### config.mk
export PLATFORM = sky130hd
export DESIGN_NAME = fsm_cmd_arbiter
export DESIGN_NICKNAME = d
export VERILOG_FILES = /design/src/rtl/fsm_cmd_arbiter.sv
export SDC_FILE = /design/constraint.sdc
export NUM_CORES = 1
export LEC_CHECK = 0
export ABC_AREA = 1
export CAP_MARGIN = 15
export CORE_MARGIN = 2
export CORE_UTILIZATION = 40
export DETAILED_ROUTE_END_ITERATION = 10
export DONT_BUFFER_PORTS = 1
export HOLD_SLACK_MARGIN = 0.02
export PLACE_DENSITY_LB_ADDON = 0.12
export SLEW_MARGIN = 5
export SYNTH_ARGS = -nofsm -noshare
export SYNTH_HDL_FRONTEND = slang
export SYNTH_SLANG_ARGS = --single-unit
### constraint.sdc
create_clock -name KEY0 -period 3.5 [get_ports KEY0]
set_input_delay 0.175 -clock KEY0 [delete_from_list [all_inputs] [get_ports KEY0]]
set_output_delay 0.175 -clock KEY0 [all_outputs]
set_load 0.01 [all_outputs]
### src/rtl/fsm_cmd_arbiter.sv
// fsm_cmd_arbiter: captures rising edges on four request lines (SW1..SW4),
// holds each one as a pending request, and issues the requests to the lab FSM
// one at a time as single-cycle one-hot commands. After each command the
// arbiter waits a programmable number of idle cycles (GAP) before the next one.
//
// Optional feature macro: FSM_ARB_RR_EN
//   defined     -> round-robin selection, starting after the last issued channel
//   not defined -> fixed priority, channel 0 (SW1) highest, channel 3 (SW4) lowest
//
// Handshake: there is no ready. cmd_valid is high for exactly one cycle per
// issued command, and in that cycle cmd carries a one-hot channel code. In every
// other cycle both are zero. The FSM must accept a command in the cycle it is shown.
module fsm_cmd_arbiter #(
    parameter int GAP   = 1,
    parameter int GAP_W = 4
) (
    input  logic       KEY0,
    input  logic       SW0,
    input  logic       SW1,
    input  logic       SW2,
    input  logic       SW3,
    input  logic       SW4,
    output logic [3:0] cmd,
    output logic       cmd_valid,
    output logic [3:0] pending,
    output logic [3:0] ovf,
    output logic       gap_busy,
    output logic [1:0] state_dbg
);

    typedef enum logic [1:0] {
        ST_IDLE  = 2'd0,
        ST_ISSUE = 2'd1,
        ST_GAP   = 2'd2
    } state_t;

    state_t             state_q, state_d;
    logic [3:0]         sw;
    logic [3:0]         prev_q, prev_d;
    logic [3:0]         edge_det;
    logic [3:0]         pending_q, pending_d;
    logic [3:0]         ovf_q, ovf_d;
    logic [3:0]         cmd_q, cmd_d;
    logic               cmd_valid_q, cmd_valid_d;
    logic [GAP_W-1:0]   gap_cnt_q, gap_cnt_d;
    logic [1:0]         last_q, last_d;
    logic [1:0]         sel;
    logic               sel_found;
    logic               issue;
    logic [3:0]         issue_oh;
`ifdef FSM_ARB_RR_EN
    logic [1:0]         rr_idx;
`endif

    assign sw       = {SW4, SW3, SW2, SW1};
    assign edge_det = sw & ~prev_q;

    // Pick the channel to issue from the registered pending bits only.
    always_comb begin
        sel       = 2'd0;
        sel_found = 1'b0;
`ifdef FSM_ARB_RR_EN
        rr_idx    = 2'd0;
        for (int i = 1; i <= 4; i++) begin
            rr_idx = last_q + 2'(i);
            if (!sel_found && pending_q[rr_idx]) begin
                sel       = rr_idx;
                sel_found = 1'b1;
            end
        end
`else
        for (int i = 3; i >= 0; i--) begin
            if (pending_q[i]) begin
                sel       = 2'(i);
                sel_found = 1'b1;
            end
        end
`endif
    end

    // Issue decision and next values of all registered state.
    always_comb begin
        issue       = sel_found && (gap_cnt_q == '0);
        issue_oh    = issue ? (4'b0001 << sel) : 4'b0000;
        prev_d      = sw;
        // A same-edge re-request on the issued channel re-arms it without overflow.
        pending_d   = (pending_q & ~issue_oh) | edge_det;
        ovf_d       = ovf_q | (edge_det & pending_q & ~issue_oh);
        cmd_d       = issue_oh;
        cmd_valid_d = issue;
        last_d      = issue ? sel : last_q;
        if (issue) begin
            gap_cnt_d = GAP_W'(GAP);
        end else if (gap_cnt_q != '0) begin
            gap_cnt_d = gap_cnt_q - GAP_W'(1);
        end else begin
            gap_cnt_d = gap_cnt_q;
        end
    end

    // Next-state logic for the IDLE / ISSUE / GAP view of the arbiter.
    always_comb begin
        state_d = ST_IDLE;
        if (issue) begin
            state_d = ST_ISSUE;
        end else if (gap_cnt_d != '0) begin
            state_d = ST_GAP;
        end
    end

    // State register; the line history follows the inputs even during reset.
    always_ff @(posedge KEY0) begin
        prev_q <= prev_d;
        if (SW0) begin
            state_q     <= ST_IDLE;
            pending_q   <= 4'b0000;
            ovf_q       <= 4'b0000;
            cmd_q       <= 4'b0000;
            cmd_valid_q <= 1'b0;
            gap_cnt_q   <= '0;
            last_q      <= 2'd3;
        end else begin
            state_q     <= state_d;
            pending_q   <= pending_d;
            ovf_q       <= ovf_d;
            cmd_q       <= cmd_d;
            cmd_valid_q <= cmd_valid_d;
            gap_cnt_q   <= gap_cnt_d;
            last_q      <= last_d;
        end
    end

    // Outputs are driven straight from registers.
    always_comb begin
        cmd       = cmd_q;
        cmd_valid = cmd_valid_q;
        pending   = pending_q;
        ovf       = ovf_q;
        gap_busy  = (gap_cnt_q != '0);
        state_dbg = state_q;
    end

endmodule
==> results.txt, run 1 <==
----------------------------------------------------
[Place]
  Port buffer count ... 0
  Placed Area ... 858 um2
  HPWL after detailed placement ... 1.02 mm
  Final GP Congestion ... 0.766
  Count of placed standard cells including taps ... 136

[Floorplan]
  Starting density of the core ... 0.424
  Overall die height ... 49.8 um
  Overall die width ... 49.8 um
  IO Pins ... 22
  Die Outline Area ... 2480 um2
  Number of cell rows ... 16
  Core outline area ... 1980 um2

[Worst setup path]
  Max stage delay cell, worst path ... dfxtp_1
  Arrival time of data at the critical path endpoint ... 1.61 ns
  Largest stage delay on the critical path ... 0.34 ns
  Data required, critical path ... 3.67 ns
  Endpoint class of the critical path ... flip-flop
  Worst setup path class ... flip-flop to flip-flop
  Cell-by-cell trace of the critical path ... inv_1 -> ha_1 -> nand3_4 -> nor2_2 -> nand2_1 -> a21oi_1 -> nor2_1
  Startpoint types ... flip-flop
  Number of buffers and inverters on the critical path ... 1
  Worst Path Max Fanout ... 7
  Crit path max-delay family ... simple AND/OR/NAND/NOR gates

[Clock network]
  H-tree level count ... 1
  Clock tree from TritonCTS ... yes
  Total number of clock tree sinks ... 22
  Buffer type at the clock tree root ... clkbuf_4
  Number of buffers on the longest clock path ... 2
  Number of clock buffers inserted by TritonCTS ... 3
  Clock latency reported for the late side of the worst-skew pair ... 0.29 ns
  Post-CTS clock slew at the launch and capture registers of the worst setup and hold paths ... 0.11 ns

[Yosys]
  Yosys warning count ... 0
  Cells after synthesis ... 112
  Commonest register cell after synthesis ... dfxtp_1
  Post-Syn Area ... 841 um2
  Number of distinct library cell variants in the gate-level netlist after synthesis ... 17
  Fraction of the yosys area taken by sequential cells ... 0.524
  Flip-flop and latch count after synthesis ... 22
  Number of nets produced by synthesis ... 119
  Post-synth EDFFs ... 0
  Proportion of synthesized flip-flops having asynchronous set or reset ... 0
  Synthesized area per cell ... 7.51 um2

[Pwr]
  Cell area power density ... 729 nW/um2
  Leakage component of the power ... 0.438 nW
  Power consumption ... 679 uW
  Peak VDD IR ... 0.000305 V

[STA]
  Maximum clock skew at final layout ... 0.00248 ns
  Total count of max-transition violations in the final report ... 0
  Hold Vio Cnt, Final ... 0
  Fin crit period ... 1.43 ns
  Slew at the pin with the worst max-slew slack ... 0.579 ns
  Crit share post-route ... 0.409
  Unrepaired setup endpoints after global routing ... false
  Setup Total Neg Slack ... 0 ns
  Slew margin rel. ... 0.613
  Setup violators final ... 0
  Highest Clock Rate ... 0.698 GHz

[Routing]
  Initial DRC count ... 4
  Antenna-violating nets left ... 0
  Ratio of routed vias to standard cells ... 4.47
  Number of vias after detailed routing ... 644
  WL/cell ... 9.59 um
  Count of TritonRoute iterations in the first routing pass ... 4
  Remaining design rule violation count ... 0
  Total length of routed wires ... 1.38 mm

[Global routing]
  Wire length of the first global-routing pass ... 2.46 mm
  Antenna violations before repair ... 0
  Total congestion overflow after global routing ... 0
  Largest net degree at the start of global routing ... 17
  Vias in the first global route ... 609
  Total global-route track usage ... 0.129

[Cells and area]
  Final cell utilization of the core ... 0.470
  Fillcell total ... 208
  Layout cells sized above 1 ... 0.0598
  Count of inserted antenna diode cells ... 0
  Area growth from synthesis to layout ... 10.7%
  Final instance count without filler cells ... 144
  Number of nets in the finished design ... 126
  Final instance area ... 931 um2

[Run status]
  Result of the run ... finished clean

[Flow run]
  Count of max-cap constraint violations ... 0

[Hold path]
  Path category of the worst min-delay check ... primary input to flip-flop

----------------------------------------------------
## cells by family after synthesis
kind of cell / after synthesis / synth area share
compound gates: 13 / 0.0789
buf+inv: 22 / 0.104
fa+ha+maj: 1 / 0.0149
flops: 22 / 0.524
simple gates: 54 / 0.278
## final timing paths
path	startpoint	end	slack, ns	cells after the start
max reg2reg	gap_cnt_q[0]$_SDFF_PP0_	ovf[2]$_SDFF_PP0_	2.07	7
max	gap_cnt_q[0]$_SDFF_PP0_	ovf[2]$_SDFF_PP0_	2.07	7
min reg2reg	ovf[1]$_SDFF_PP0_	ovf[1]$_SDFF_PP0_	0.50	2
min	SW1	pending[0]$_SDFF_PP0_	0.04	2
## layout by cell type (no fill, tap or decap), drive strengths merged
| cell | count |
|---|---|
| nand2 | 27 |
| nand4 | 2 |
| o21ai | 1 |
| a21oi | 11 |
| nand3 | 5 |
| a31oi | 1 |
| ha | 1 |
| nor4 | 1 |
| dlygate4sd3 | 5 |
| clkbuf | 3 |
| inv | 19 |
| nor2 | 19 |
| dfxtp | 22 |
## worst reg2reg max path: cells and delay by family (launching register included)
kind                       cells  cell delay [ns]
AOI/OAI and AO/OA              1             0.14
adders and majority gates      1             0.30
buffers and inverters          1             0.10
DFF                            1             0.34
and+or+nand+nor                4             0.45
## stage by stage
stage	hold WS (ns)	setup slack, ns
floorplan	0.203	2.23
global placement	0.203	2.16
detailed placement	0.203	2.08
CTS	0.0284	2.04
global route	0.0370	1.91
finish	0.0422	2.07
## cell usage after synthesis, types with 2 or more instances
cell type	n	area [um2]
nand2_1	27	101
dfxtp_1	22	440
inv_1	18	67.6
nor2_1	17	63.8
a21oi_1	11	55.1
nand3_1	4	20.0
nand4_1	2	12.5
nor2_2	2	12.5
## where the power goes
part           total (mW)  internal [mW]  switching [mW]  leakage [nW]
Sequential          0.329          0.292          0.0376         0.181
Combinational       0.243         0.0864           0.157         0.243
Clock               0.107         0.0400          0.0666        0.0138
Total               0.679          0.418           0.261         0.438
## routing by layer
layer	GRT usage	share of wire
met1	0.184	0.51
met2	0.173	0.40
met3	0.0545	0.086
met4	0.0417	0.0072
met5	0	0
## state kept, by name, summed over array words and instances, names as in the netlist
signal / count
cmd: 4
gap_cnt_q: 4
ovf: 4
pending: 4
prev_q: 4
state_dbg: 2
## repair_timing
action                                 4_1_cts  5_1_grt
resized for setup                            0        0
endpoints found under the hold margin       20        0
hold buffers                                 5        0
setup buffers                                0        0
## cell type report
| cell class | instances | area, um2 | area share |
|---|---|---|---|
| clock buffer | 3 | 22.5 | 0.0242 |
| inverter | 19 | 71.3 | 0.0766 |
| multi-input combinational | 68 | 313 | 0.336 |
| sequential | 22 | 440 | 0.473 |
| tap | 27 | 33.8 | 0.0363 |
| timing repair buffer | 5 | 50.0 | 0.0538 |
No activity file was read; power rests on OpenSTA's default activity.
==> run 2, diff against run 1 <==
Clock period 3.5 ns to 1.4 ns, I/O delays scaled along.
==> run 2 against run 1 <==
Net effect: global-route usage rose by 0.49 points; critical endpoint is now gap_busy; largest power group unchanged; highest routed layer unchanged; worst setup slack got worse by 1.9 ns; cell count increased by 2.8%; register-to-register slack lost 1.9 ns.
==> results.txt, run 2 (same netlist as run 1, synthesis figures left out) <==
----------------------------------------------------
[Run status]
  Result of the run ... finished clean

[Cells and area]
  Count of inserted antenna diode cells ... 0 (unchanged)
  Layout cells sized above 1 ... 0.124 (+0.0641)
  Fillcell total ... 204 (-1.9%)
  Number of nets in the finished design ... 129 (+2.4%)
  Final instance count without filler cells ... 148 (+2.8%)
  Final instance area ... 1000 um2 (+7.4%)
  Area growth from synthesis to layout ... 18.9%
  Final cell utilization of the core ... 0.504 (+0.0347)
  Commonest cells after routing, fill and taps aside ... 27 x nand2_1, 22 x dfxtp_1, 17 x nor2_1
  Most common cell after layout, fill and taps aside ... nand2_1

[Flow run]
  Count of max-cap constraint violations ... 0 (unchanged)

[STA]
  Setup Total Neg Slack ... 0 ns (unchanged)
  Slew at the pin with the worst max-slew slack ... 0.625 ns (+0.0460 ns)
  Fin crit period ... 1.28 ns
  Highest Clock Rate ... 0.780 GHz
  Maximum clock skew at final layout ... 0.00490 ns (+0.00242 ns)
  Hold Vio Cnt, Final ... 0 (unchanged)
  Setup violators final ... 0 (unchanged)
  Crit share post-route ... 0.916
  Unrepaired setup endpoints after global routing ... false
  Slew margin rel. ... 0.582 (-0.0308)
  Total count of max-transition violations in the final report ... 0 (unchanged)

[Clock network]
  Post-CTS clock slew at the launch and capture registers of the worst setup and hold paths ... 0.12 ns (about the same)
  Number of clock buffers inserted by TritonCTS ... 3 (unchanged)
  Number of buffers on the longest clock path ... 2 (unchanged)
  Clock tree from TritonCTS ... yes
  H-tree level count ... 1 (unchanged)
  Clock latency reported for the late side of the worst-skew pair ... 0.30 ns (about the same)
  Total number of clock tree sinks ... 22 (unchanged)
  Buffer type at the clock tree root ... clkbuf_4

[Floorplan]
  Die Outline Area ... 2480 um2 (unchanged)
  Overall die height ... 49.8 um (unchanged)
  IO Pins ... 22 (unchanged)
  Overall die width ... 49.8 um (unchanged)
  Starting density of the core ... 0.424 (unchanged)
  Number of cell rows ... 16 (unchanged)
  Core outline area ... 1980 um2 (unchanged)

[Worst setup path]
  Endpoint class of the critical path ... primary output
  Reg-to-reg critical path startpoint ... gap_cnt_q[1]$_SDFF_PP0_
  Endpoint of the most critical register-to-register path ... ovf[2]$_SDFF_PP0_
  Worst Path Max Fanout ... 7 (unchanged)
  Worst setup path class ... flip-flop to primary output
  Startpoint types ... flip-flop
  Arrival time of data at the critical path endpoint ... 1.21 ns (-0.40 ns)
  Data required, critical path ... 1.33 ns (-2.34 ns)
  Worst setup path end ... gap_busy
  Flop-to-flop setup slack ... 0.13 ns (-1.94 ns)
  Launch point of the worst path ... gap_cnt_q[1]$_SDFF_PP0_
  Depth of the worst register-to-register path ... 7 (unchanged)

[Place]
  HPWL after detailed placement ... 1.08 mm (+5.6%)
  Placed Area ... 881 um2 (+2.6%)
  Final GP Congestion ... 0.773 (+0.93%)
  Port buffer count ... 0 (unchanged)
  Count of placed standard cells including taps ... 139 (+2.2%)

[Pwr]
  Peak VDD IR ... 0.00110 V (+260%)
  Cell area power density ... 2030 nW/um2 (+180%)
  Power consumption ... 2.03 mW (+200%)
  Leakage component of the power ... 0.469 nW (+7.0%)

[Routing]
  Total length of routed wires ... 1.55 mm (+12%)
  Number of vias after detailed routing ... 700 (+8.7%)
  Remaining design rule violation count ... 0 (unchanged)
  Initial DRC count ... 23 (+19)
  WL/cell ... 10.5 um (+9.1%)
  Antenna-violating nets left ... 0 (unchanged)
  Ratio of routed vias to standard cells ... 4.73 (+5.8%)
  Count of TritonRoute iterations in the first routing pass ... 4 (unchanged)

[Global routing]
  Largest net degree at the start of global routing ... 18 (+1)
  Total congestion overflow after global routing ... 0 (unchanged)
  Total global-route track usage ... 0.134 (+0.00487)
  Antenna violations before repair ... 0 (unchanged)
  Vias in the first global route ... 614 (+0.82%)
  Wire length of the first global-routing pass ... 2.47 mm (+0.57%)

[Hold path]
  Path category of the worst min-delay check ... primary input to flip-flop
  Start point of the worst hold path ... SW4

----------------------------------------------------
run 2: stage by stage:
stage	worst slack [ns]	hold slack [ns]
after floorplan	0.127	0.0977
after global placement	0.0637	0.0978
after detailed placement	0.0175	0.0978
after CTS	0.00721	0.322
after global routing	0.00209	0.325
final	0.117	0.333
run 2: worst min-delay path by stage:
stage	cells past startpoint	end	slack [ns]
finish	1	prev_q[3]$_DFF_P_	0.33
global route	1	prev_q[3]$_DFF_P_	0.32
CTS	1	prev_q[3]$_DFF_P_	0.32
detailed placement	0	prev_q[2]$_DFF_P_	0.1
global placement	0	prev_q[2]$_DFF_P_	0.1
floorplan	0	prev_q[0]$_DFF_P_	0.1
run 2: worst max-delay path, cell delays in order (launching register included):
cell     delay (ns)
dfxtp_1        0.34
inv_2          0.09
ha_4           0.18
nand3_4        0.12
buf_4          0.17
run 2: layer usage:
layer / up-vias / share of wire / global-route usage
met3: 2 / 0.082 / 0.0576
met5: - / 0 / 0
met4: 0 / 0.012 / 0.0417
met1: 303 / 0.50 / 0.177
li1: 366 / - / -
met2: 29 / 0.41 / 0.196
run 2: timing repair:
| item | 4_1_cts | 5_1_grt |
|---|---|---|
| endpoints found under the setup margin | 2 | 9 |
| hold buffers | 5 | 0 |
| setup buffers | 0 | 0 |
| resized for setup | 1 | 4 |
| pin swaps | 0 | 1 |
| endpoints found under the hold margin | 22 | 0 |
run 2: where the power goes:
part	total, mW	internal [mW]	switching (mW)
logic	0.734	0.280	0.454
registers	0.820	0.729	0.0915
clock network	0.474	0.289	0.185
total	2.03	1.30	0.730
run 2: cell type report:
type | count | area [um2] | share of cell area
well taps | 27 | 33.8 | 0.0338
multi-input cells | 68 | 329 | 0.329
inverters | 19 | 71.3 | 0.0713
repair buffers | 8 | 72.6 | 0.0726
clock buffers | 3 | 22.5 | 0.0225
clock inverters | 1 | 30.0 | 0.0300
flip-flops and latches | 22 | 440 | 0.441
